<file path="config.mk">
export PLATFORM = sky130hd
export DESIGN_NAME = uart_led_cmd
export DESIGN_NICKNAME = d
export VERILOG_FILES = /design/src/rtl/uart_cmd_pkg.sv /design/src/rtl/hex_ascii.sv /design/src/rtl/uart_led_cmd.sv
export SDC_FILE = /design/constraint.sdc
export NUM_CORES = 1
export LEC_CHECK = 0
export ABC_AREA = 0
export ABC_CLOCK_PERIOD_IN_PS = 5500
export CAP_MARGIN = 20
export CORE_ASPECT_RATIO = 0.5
export CORE_MARGIN = 5
export CORE_UTILIZATION = 50
export DETAILED_ROUTE_END_ITERATION = 10
export DONT_BUFFER_PORTS = 1
export GPL_TIMING_DRIVEN = 0
export PLACE_DENSITY = 0.72
export SYNTH_ARGS = -nofsm -noshare
export SYNTH_HDL_FRONTEND = slang
export SYNTH_SLANG_ARGS = --single-unit
</file>
<file path="constraint.sdc">
create_clock -name clk -period 5.5 [get_ports clk]
set_input_delay 0.55 -clock clk [delete_from_list [all_inputs] [get_ports clk]]
set_output_delay 0.55 -clock clk [all_outputs]
set_load 0.01 [all_outputs]
</file>
<file path="src/rtl/uart_cmd_pkg.sv">
`default_nettype none
// ============================================================================
//  Module      : uart_cmd_pkg
//  Description : Shared constants, FSM encoding and helpers for the UART
//                LED command decoder.
//  Revision    : 1.0 - initial release
// ============================================================================
package uart_cmd_pkg;

    // ASCII characters used by the command framing and replies
    localparam logic [7:0] ASCII_CR = 8'h0D;
    localparam logic [7:0] ASCII_LF = 8'h0A;
    localparam logic [7:0] ASCII_K  = 8'h4B;
    localparam logic [7:0] ASCII_E  = 8'h45;
    localparam logic [7:0] ASCII_S  = 8'h53;
    localparam logic [7:0] ASCII_T  = 8'h54;
    localparam logic [7:0] ASCII_Q  = 8'h3F;

    // Every reply is exactly three bytes: payload, CR, LF
    localparam int REPLY_LEN = 3;

    typedef enum logic [2:0] {
        ST_IDLE    = 3'd0,
        ST_ARG     = 3'd1,
        ST_TERM    = 3'd2,
        ST_DISCARD = 3'd3,
        ST_EXEC    = 3'd4,
        ST_REPLY   = 3'd5
    } state_t;

    typedef enum logic [1:0] {
        CMD_SET    = 2'd0,
        CMD_TOGGLE = 2'd1,
        CMD_QUERY  = 2'd2
    } cmd_t;

    // Fold lowercase letters to uppercase so command letters are case-insensitive
    function automatic logic [7:0] to_upper(input logic [7:0] b);
        if (b >= 8'h61 && b <= 8'h7A) begin
            return b - 8'h20;
        end
        return b;
    endfunction

endpackage
`default_nettype wire

</file>
<file path="src/rtl/hex_ascii.sv">
`default_nettype none
// ============================================================================
//  Module      : hex_ascii
//  Description : Combinational ASCII hex digit decoder (either case) and
//                nibble to uppercase ASCII encoder.
//  Revision    : 1.0 - initial release
// ============================================================================
module hex_ascii (
    input  logic [7:0] ascii,
    output logic [3:0] dec_nibble,
    output logic       dec_valid,
    input  logic [3:0] nibble,
    output logic [7:0] enc_ascii
);

    // Decode '0'-'9', 'A'-'F', 'a'-'f' into a nibble plus a valid flag
    always_comb begin
        dec_nibble = 4'h0;
        dec_valid  = 1'b0;
        if (ascii >= 8'h30 && ascii <= 8'h39) begin
            dec_nibble = ascii[3:0];
            dec_valid  = 1'b1;
        end else if ((ascii >= 8'h41 && ascii <= 8'h46) ||
                     (ascii >= 8'h61 && ascii <= 8'h66)) begin
            // 'A' / 'a' have low nibble 1, so adding 9 yields 10..15
            dec_nibble = ascii[3:0] + 4'd9;
            dec_valid  = 1'b1;
        end
    end

    // Encode a nibble as an uppercase hex character
    always_comb begin
        if (nibble < 4'd10) begin
            enc_ascii = 8'h30 + {4'h0, nibble};
        end else begin
            enc_ascii = 8'h37 + {4'h0, nibble};
        end
    end

endmodule
`default_nettype wire

</file>
<file path="src/rtl/uart_led_cmd.sv">
`default_nettype none
// ============================================================================
//  Module      : uart_led_cmd
//  Description : CR-terminated ASCII command decoder driving the LED nibble
//                and replying through the UART transmitter (K / E / status).
//  Revision    : 1.0 - initial release
// ============================================================================
module uart_led_cmd
    import uart_cmd_pkg::*;
#(
    parameter int TIMEOUT_CYCLES = 4000000
) (
    input  logic       clk,
    input  logic       rst,
    input  logic       rx_valid,
    input  logic [7:0] rx_data,
    input  logic       tx_ready,
    output logic       tx_send,
    output logic [7:0] tx_data,
    output logic [3:0] led,
    output logic       err
);

    localparam int             TW     = $clog2(TIMEOUT_CYCLES);
    localparam logic [TW-1:0]  T_LAST = TW'(TIMEOUT_CYCLES - 1);
    localparam logic [1:0]     IDX_LAST = 2'(REPLY_LEN - 1);

    state_t         r_state;
    cmd_t           r_cmd;
    logic [3:0]     r_arg;
    logic           r_bad;
    logic [TW-1:0]  r_tcnt;
    logic [23:0]    r_reply;
    logic [1:0]     r_idx;

    logic [7:0]     w_byte_up;
    logic [3:0]     w_dec_nibble;
    logic           w_dec_valid;
    logic [7:0]     w_led_ascii;
    logic           w_arg_ok;
    logic           w_in_wait;
    logic           w_timeout;
    logic [1:0]     w_bit;
    logic [3:0]     w_toggle_mask;
    logic [7:0]     w_reply_byte;

    hex_ascii u_hex (
        .ascii      (rx_data),
        .dec_nibble (w_dec_nibble),
        .dec_valid  (w_dec_valid),
        .nibble     (led),
        .enc_ascii  (w_led_ascii)
    );

    assign w_byte_up = to_upper(rx_data);

    // Argument acceptance: any hex digit for S, only '1'..'4' for T
    always_comb begin
        w_arg_ok = 1'b0;
        if (r_cmd == CMD_SET) begin
            w_arg_ok = w_dec_valid;
        end else begin
            w_arg_ok = (rx_data >= 8'h31) && (rx_data <= 8'h34);
        end
    end

    // Timeout applies only while a command is partially received; a byte wins
    assign w_in_wait = (r_state == ST_ARG) || (r_state == ST_TERM) ||
                       (r_state == ST_DISCARD);
    assign w_timeout = w_in_wait && !rx_valid && (r_tcnt == T_LAST);

    // T argument 1..4 maps to bit 0..3 (4 wraps to 0 in two bits, minus 1 gives 3)
    assign w_bit         = r_arg[1:0] - 2'd1;
    assign w_toggle_mask = 4'b0001 << w_bit;

    // Select the reply byte addressed by the send index
    always_comb begin
        case (r_idx)
            2'd0:    w_reply_byte = r_reply[23:16];
            2'd1:    w_reply_byte = r_reply[15:8];
            default: w_reply_byte = r_reply[7:0];
        endcase
    end

    // Command FSM with registered LED, reply and strobe outputs
    always_ff @(posedge clk) begin
        if (rst) begin
            r_state <= ST_IDLE;
            r_cmd   <= CMD_SET;
            r_arg   <= 4'h0;
            r_bad   <= 1'b0;
            r_tcnt  <= '0;
            r_reply <= 24'h0;
            r_idx   <= 2'd0;
            led     <= 4'h0;
            tx_send <= 1'b0;
            tx_data <= 8'h00;
            err     <= 1'b0;
        end else begin
            err     <= 1'b0;
            tx_send <= 1'b0;

            if (!w_in_wait || rx_valid || w_timeout) begin
                r_tcnt <= '0;
            end else begin
                r_tcnt <= r_tcnt + 1'b1;
            end

            case (r_state)
                ST_IDLE: begin
                    if (rx_valid) begin
                        if (rx_data == ASCII_CR || rx_data == ASCII_LF) begin
                            r_state <= ST_IDLE;
                        end else if (w_byte_up == ASCII_S) begin
                            r_cmd   <= CMD_SET;
                            r_state <= ST_ARG;
                        end else if (w_byte_up == ASCII_T) begin
                            r_cmd   <= CMD_TOGGLE;
                            r_state <= ST_ARG;
                        end else if (rx_data == ASCII_Q) begin
                            r_cmd   <= CMD_QUERY;
                            r_state <= ST_TERM;
                        end else begin
                            r_state <= ST_DISCARD;
                        end
                    end
                end

                ST_ARG: begin
                    if (rx_valid) begin
                        if (rx_data == ASCII_CR) begin
                            r_bad   <= 1'b1;
                            err     <= 1'b1;
                            r_state <= ST_EXEC;
                        end else if (w_arg_ok) begin
                            r_arg   <= w_dec_nibble;
                            r_state <= ST_TERM;
                        end else begin
                            r_state <= ST_DISCARD;
                        end
                    end else if (w_timeout) begin
                        r_state <= ST_IDLE;
                    end
                end

                ST_TERM: begin
                    if (rx_valid) begin
                        if (rx_data == ASCII_CR) begin
                            r_bad   <= 1'b0;
                            r_state <= ST_EXEC;
                        end else begin
                            r_state <= ST_DISCARD;
                        end
                    end else if (w_timeout) begin
                        r_state <= ST_IDLE;
                    end
                end

                ST_DISCARD: begin
                    if (rx_valid) begin
                        if (rx_data == ASCII_CR) begin
                            r_bad   <= 1'b1;
                            err     <= 1'b1;
                            r_state <= ST_EXEC;
                        end
                    end else if (w_timeout) begin
                        r_state <= ST_IDLE;
                    end
                end

                ST_EXEC: begin
                    if (r_bad) begin
                        r_reply <= {ASCII_E, ASCII_CR, ASCII_LF};
                    end else begin
                        case (r_cmd)
                            CMD_SET: begin
                                led     <= r_arg;
                                r_reply <= {ASCII_K, ASCII_CR, ASCII_LF};
                            end
                            CMD_TOGGLE: begin
                                led     <= led ^ w_toggle_mask;
                                r_reply <= {ASCII_K, ASCII_CR, ASCII_LF};
                            end
                            default: begin
                                r_reply <= {w_led_ascii, ASCII_CR, ASCII_LF};
                            end
                        endcase
                    end
                    r_idx   <= 2'd0;
                    r_state <= ST_REPLY;
                end

                ST_REPLY: begin
                    // Back-to-back strobes are blocked so the UART has a cycle to drop ready
                    if (tx_ready && !tx_send) begin
                        tx_send <= 1'b1;
                        tx_data <= w_reply_byte;
                        if (r_idx == IDX_LAST) begin
                            r_idx   <= 2'd0;
                            r_state <= ST_IDLE;
                        end else begin
                            r_idx <= r_idx + 2'd1;
                        end
                    end
                end

                default: begin
                    r_state <= ST_IDLE;
                end
            endcase
        end
    end

endmodule
`default_nettype wire

</file>
==> flow_metrics.tcl, run 1 <==
set metrics [dict create \
    hold_ws_ns 0.455 \
    synth_edf_count 0 \
    core_region_area_um2 5980 \
    finalSetupViolCount 0 \
    clkPwrFrac 0.358 \
    initial_core_util 0.507 \
    fin_util 0.548 \
    antenna_cells 0 \
    synthMuxAreaShare 0.00330 \
    die_area_um2 7820 \
    synth-xor-area-share 0.0664 \
    rows 20 \
    cts_tree "built" \
    cts_hold_buf 0 \
    avgSynthCellArea_um2 8.13 \
    ys_ff_latch 55 \
    synth_compound_area_frac 0.204 \
    synth_cell_types 68 \
    multi_input_area_um2 1770 \
    hold_viol 0 \
    synth_cells 373 \
    powerDensity_nw_per_um2 272 \
    crit_path_max_incr_delay_ns 0.43 \
    p_sw_frac 0.284 \
    netlist_area_um2 3030 \
    antenna_found_initial 0 \
    p_seq_frac 0.472 \
    grt_overflow 0 \
    synth_area_leader_cell "dfxtp_1" \
    clkSlewWorstSetupHoldPaths_ns 0.07 \
    async_reset_ff_frac 0 \
    yosysWarningCount 0 \
    dr.first_iter.drc_count 159 \
    tightest_slew_ns 0.673 \
    viasPerCell 5.80 \
    area_growth_pct 8.09 \
    wirelength_um 6620 \
    p_int_uw 638 \
    report.final.slew_viol_count 0 \
    status "finished, final reports clean" \
    die_y_um 65.1 \
    synthTopCellsByArea "dfxtp_1, nor2_1, xnor2_1" \
    endpoint_kind "flop" \
    ant_nets 0 \
    cts.repair.resized 0 \
    cts_setup_buffers 0 \
    h-tree-depth 2 \
    synth-simple-area-share 0.271 \
    worstPathRequired_ns 5.73 \
    cts_buffers 5 \
    power_leakage_uw 0.00105 \
    synth_top_family_by_area "simple AND/OR/NAND/NOR gates" \
    fmax_ghz 0.483 \
    worstPathArrival_ns 2.30 \
    post_drt_wl_per_cell_um 14.4 \
    switchingPower_uw 253 \
    drive_gt1_frac 0.0761 \
    irDropWorstVdd_mv 0.137 \
    hold_class "flop to flop" \
    crit_chain "inv_1, ha_1, or3b_4, o2111ai_2, o211ai_2, a2111o_1, a21oi_2" \
    crit_path_top_delay_cell "or3b_4" \
    rsz0062_at_grt "false" \
    die_w_um 120 \
    slew_headroom 0.547 \
    cts.sinks 55 \
    dr.pass1.iters 4 \
    drcViolationCount 0 \
    maxCapViolCount 0 \
    path_max_fanout 6 \
    vias 2657 \
    routabilityCongestion 0.927 \
    dpl.hpwl_um 4920 \
    root_buffer "clkbuf_16" \
    fin_tns_setup_ns 0 \
    grt_pass1_wl_um 11300 \
    clock_path_buffers 2 \
    synthAdderAreaFrac 0.0371 \
    grtUsageTotal 0.173 \
    grt_max_degree 19 \
    io_pins 26 \
    syn-num-nets 394 \
    path_class "input port to flop" \
    start_kind "input port" \
    clkLatencyLatePin_ns 0.29 \
    finClkSkew_ns 0.00572 \
    grt_pass1_vias 2478 \
    portBuffers 0 \
    power_frac_comb 0.170 \
    synth.top_cell.area_share 0.363 \
    fin_crit_ns 2.07 \
    fill_cells 530 \
    yosysSeqAreaShare 0.363 \
    synthFlopType "dfxtp_1" \
    final-seq-area_um2 1100 \
    fin_crit_sh 0.376 \
    nets 401 \
]
registers in the layout, summed over array words and instances (netlist names):
signal / flops
r_tcnt: 22
r_reply: 8
tx_data: 7
led: 4
r_arg: 4
r_state: 3
r_cmd: 2
r_idx: 2
err: 1
r_bad: 1
tx_send: 1
cell type report:
class | instances | area share
clock inverters | 3 | 0.00725
flip-flops and latches | 55 | 0.336
well taps | 77 | 0.0294
clock buffers | 5 | 0.0382
inverters | 24 | 0.0275
multi-input cells | 277 | 0.540
plain buffers | 17 | 0.0221
through the flow:
stage / instances / worst slack (ns) / total power, uW / area (um^2)
6_report: 458 / 3.43 / 891 / 3280
3_5_place_dp: 450 / 3.14 / 579 / 3130
4_1_cts: 458 / 3.44 / 898 / 3280
5_1_grt: 458 / 3.30 / 930 / 3280
2_1_floorplan: 373 / 3.32 / 549 / 3030
3_3_place_gp: 450 / 3.15 / 574 / 3130
path summary, 6_finish.rpt:
path | slack, ns | endpoint | start | cells after the start
setup / recovery | 3.43 | r_state[0] | rx_data[0] | 7
setup reg to reg | 3.49 | r_tcnt[7] | r_tcnt[0] | 7
hold / removal | 0.46 | r_arg[3] | r_arg[3] | 2
hold reg to reg | 0.46 | r_arg[3] | r_arg[3] | 2
critical path: cells and delay by family:
kind | cells | cell delay (ns)
AND/OR/NAND/NOR | 1 | 0.43
AO/OA/AOI/OAI | 4 | 0.92
buffers and inverters | 1 | 0.12
adder cells (fa/ha/maj) | 1 | 0.28
layer usage:
layer,part of all wire,global-route usage,up-vias
met2,0.45,0.296,42
met5,0,0,-
met4,0.0048,0.0285,0
li1,-,-,1353
met1,0.50,0.221,1257
met3,0.043,0.0523,5
layout by cell type, fill, tap and decap left out, types with 3 or more instances in the layout:
| cell | count |
|---|---|
| dfxtp_1 | 55 |
| nor2_1 | 53 |
| nand2_1 | 25 |
| inv_1 | 24 |
| xnor2_1 | 18 |
| nor3_1 | 15 |
| nand3_1 | 15 |
| a21oi_1 | 15 |
| o21ai_0 | 11 |
| clkbuf_1 | 10 |
| a211oi_1 | 9 |
| ha_1 | 9 |
| nand2b_1 | 8 |
| nand4_1 | 8 |
| nor4_1 | 7 |
| or3_1 | 5 |
| xor2_1 | 5 |
| clkbuf_16 | 5 |
| buf_2 | 4 |
| a22oi_1 | 4 |
| o211ai_1 | 4 |
| a31oi_1 | 4 |
| a21o_1 | 4 |
| o31ai_1 | 3 |
| and3_1 | 3 |
| a311oi_1 | 3 |
cell families after synthesis:
| group | Yosys count |
|---|---|
| AOI/OAI and AO/OA | 84 |
| adders and majority gates | 9 |
| DFF | 55 |
| and+or+nand+nor | 159 |
| buffers and inverters | 41 |
| xor gates and xnor gates | 23 |
| other | 1 |
| muxes | 1 |
Yosys cell counts (3+ instances only):
cell type and instances:
o21ai_0 11, nand4_1 8, nor2_1 53, nand2_1 25, nor3_1 15, and3_1 3, dfxtp_1 55, a22oi_1 4
or3_1 5, nand3_1 15, ha_1 9, nor4_1 7, a211oi_1 9, a311oi_1 3, xnor2_1 18, a21oi_1 15
xor2_1 5, o31ai_1 3, nand2b_1 8, o211ai_1 4, clkbuf_1 10, a21o_1 4, a31oi_1 4, buf_2 4
inv_1 24
power by group through the flow:
stage	Clock, uW	Sequential [uW]	Combinational, uW
CTS	328	420	150
global route	340	422	168
finish	319	421	151
global placement	0	429	145
detailed placement	0	430	149
floorplan	0	425	123
Note: power is estimated with default switching activity, not from simulation.
==> run 2: changes to the inputs <==
--- a/config.mk
+++ b/config.mk
@@ -6,7 +6,7 @@
 export NUM_CORES = 1
 export LEC_CHECK = 0
 export ABC_AREA = 0
-export ABC_CLOCK_PERIOD_IN_PS = 5500
+export ABC_CLOCK_PERIOD_IN_PS = 1830
 export CAP_MARGIN = 20
 export CORE_ASPECT_RATIO = 0.5
 export CORE_MARGIN = 5
@@ -14,7 +14,7 @@
 export DETAILED_ROUTE_END_ITERATION = 10
 export DONT_BUFFER_PORTS = 1
 export GPL_TIMING_DRIVEN = 0
-export PLACE_DENSITY = 0.72
+export PLACE_DENSITY = 0.75
 export SYNTH_ARGS = -nofsm -noshare
 export SYNTH_HDL_FRONTEND = slang
 export SYNTH_SLANG_ARGS = --single-unit
==> constraint.sdc (replaced) <==
create_clock -name clk -period 1.83 [get_ports clk]
set_input_delay 0.183 -clock clk [delete_from_list [all_inputs] [get_ports clk]]
set_output_delay 0.183 -clock clk [all_outputs]
set_load 0.01 [all_outputs]
==> run 2 against run 1 <==
  * Sequential power rose to 3.0 times the previous value
  * Critical endpoint is now r_cmd[0]
  * Non-clock buffer count did not move
  * Critical path type is now flop to flop
  * Global-route usage rose by 0.82 points
  * Worst hold slack got worse by 0.36 ns
  * Clock-buffer cell count did not move
==> flow_metrics.tcl, run 2 (synthesis results as in run 1) <==
set metrics [dict create \
    clkSlewWorstSetupHoldPaths_ns 0.07 \
    post-place-cells 450 \
    grt_overflow 0 \
    clock_path_buffers 2 \
    start_kind "flop" \
    routabilityCongestion 0.912 \
    cts_setup_buffers 0 \
    portBuffers 0 \
    grtUsageTotal 0.181 \
    vias 2729 \
    endpoint_kind "flop" \
    grt_pass1_vias 2578 \
    dpl.hpwl_um 5030 \
    wirelength_um 6940 \
    status "finished, final reports clean" \
    h-tree-depth 2 \
    die_w_um 120 \
    fin_crit_ns 1.79 \
    io_pins 26 \
    irDropWorstVdd_mv 0.408 \
    grt_pass1_wl_um 11700 \
    cts_tree "built" \
    dr.first_iter.drc_count 119 \
    nets 401 \
    die_area_um2 7820 \
    largest-register "r_tcnt" \
    report.final.slew_viol_count 0 \
    dr.pass1.iters 5 \
    drive_gt1_frac 0.105 \
    hold_class "input port to flop" \
    die_y_um 65.1 \
    viasPerCell 5.96 \
    worstPathRequired_ns 2.07 \
    fin_crit_sh 0.976 \
    slew_headroom 0.553 \
    cts.sinks 55 \
    post_drt_wl_per_cell_um 15.1 \
    root_buffer "clkbuf_16" \
    layout_common_cells "dfxtp_1, nor2_1, inv_1, nand2_1, xnor2_1" \
    worstPathArrival_ns 2.03 \
    fill_cells 546 \
    grt_max_degree 20 \
    path_max_fanout 10 \
    largest_reg_flops 22 \
    finClkSkew_ns 0.00424 \
    layout.cells.most_common "dfxtp_1" \
    drcViolationCount 0 \
    stdcell_count 458 \
    rows 20 \
    core_region_area_um2 5980 \
    antenna_cells 0 \
    area_growth_pct 10.1 \
    path_class "flop to flop" \
    clkLatencyLatePin_ns 0.30 \
    fin_tns_setup_ns 0 \
    power_leakage_uw 0.00109 \
    reg.largest.list "r_tcnt (22), r_reply (8), tx_data (7)" \
    ant_nets 0 \
    hold_viol 0 \
    powerDensity_nw_per_um2 819 \
    maxCapViolCount 0 \
    tightest_slew_ns 0.664 \
    fmax_ghz 0.560 \
    cts_buffers 5 \
    antenna_found_initial 0 \
    initial_core_util 0.507 \
    finalSetupViolCount 0 \
]
run 2: changes by cell type in the layout (fill, tap and decap cells not counted), moves of 2 or more:
cell        delta
buf_4          +3
clkbuf_1       -3
clkinv_4       +2
clkinvlp_4     -2
ha_1           -2
ha_2           +2
run 2: path summary, 6_finish.rpt:
kind	endpoint	slack (ns)	from	cells past startpoint
max	r_cmd[0]	0.04	r_state[0]	6
max reg2reg	r_cmd[0]	0.04	r_state[0]	6
min	r_tcnt[2]	0.09	rst	2
min reg2reg	r_arg[3]	0.46	r_arg[3]	2
run 2: timing repair:
item,4_1_cts,5_1_grt
setup endpoints to repair,20,26
resized for setup,6,16
hold buffers,0,0
run 2: report_power, final:
part	total [uW]	internal [uW]	leakage [uW]	switching [uW]
clock network	976	522	0.0000759	454
logic	490	199	0.000570	291
registers	1270	1220	0.000444	43.6
total	2730	1950	0.00109	788
run 2: final cells by class:
cell class,instances,area (um^2),share of cell area
multi-input combinational,277,1810,0.542
clock buffer,5,125,0.0375
tap,77,96.3,0.0289
clock inverter,3,28.8,0.00862
inverter,24,90.1,0.0270
sequential,55,1100,0.330
buffer,17,86.3,0.0259
run 2: metrics by stage:
step | setup WS, ns | total power [uW] | hold WS (ns) | util | cell area (um^2)
2_1_floorplan | 0.0208 | 1650 | 0.384 | - | 3030
3_3_place_gp | -0.181 | 1730 | 0.440 | 0.523 | 3130
3_5_place_dp | -0.194 | 1750 | 0.439 | 0.523 | 3130
4_1_cts | 0.00276 | 2720 | 0.129 | 0.551 | 3300
5_1_grt | -0.00646 | 2860 | 0.0926 | 0.558 | 3340
6_report | 0.0437 | 2730 | 0.0939 | 0.558 | 3340
run 2: metal layers:
layer / share of wire / vias up / GRT usage
met4: 0.011 / 0 / 0.0628
met5: 0 / - / 0
met2: 0.48 / 61 / 0.317
met3: 0.039 / 11 / 0.0392
li1: - / 1360 / -
met1: 0.47 / 1297 / 0.223
run 2: critical path, cell delays in order, from the launching register on:
cell	delay, ns
dfxtp_1	0.37
buf_2	0.21
nor3_1	0.21
o31a_1	0.25
nand2_1	0.17
a2111oi_4	0.38
a31o_2	0.15
==> run 3: changes to the inputs <==
--- a/config.mk
+++ b/config.mk
@@ -11,6 +11,7 @@
 export CORE_ASPECT_RATIO = 0.5
 export CORE_MARGIN = 5
 export CORE_UTILIZATION = 50
+export CTS_CLUSTER_DIAMETER = 60
 export DETAILED_ROUTE_END_ITERATION = 10
 export DONT_BUFFER_PORTS = 1
 export GPL_TIMING_DRIVEN = 0
==> results of run 3 <==
The final DEF is identical to that of run 2; final timing and power are the same.
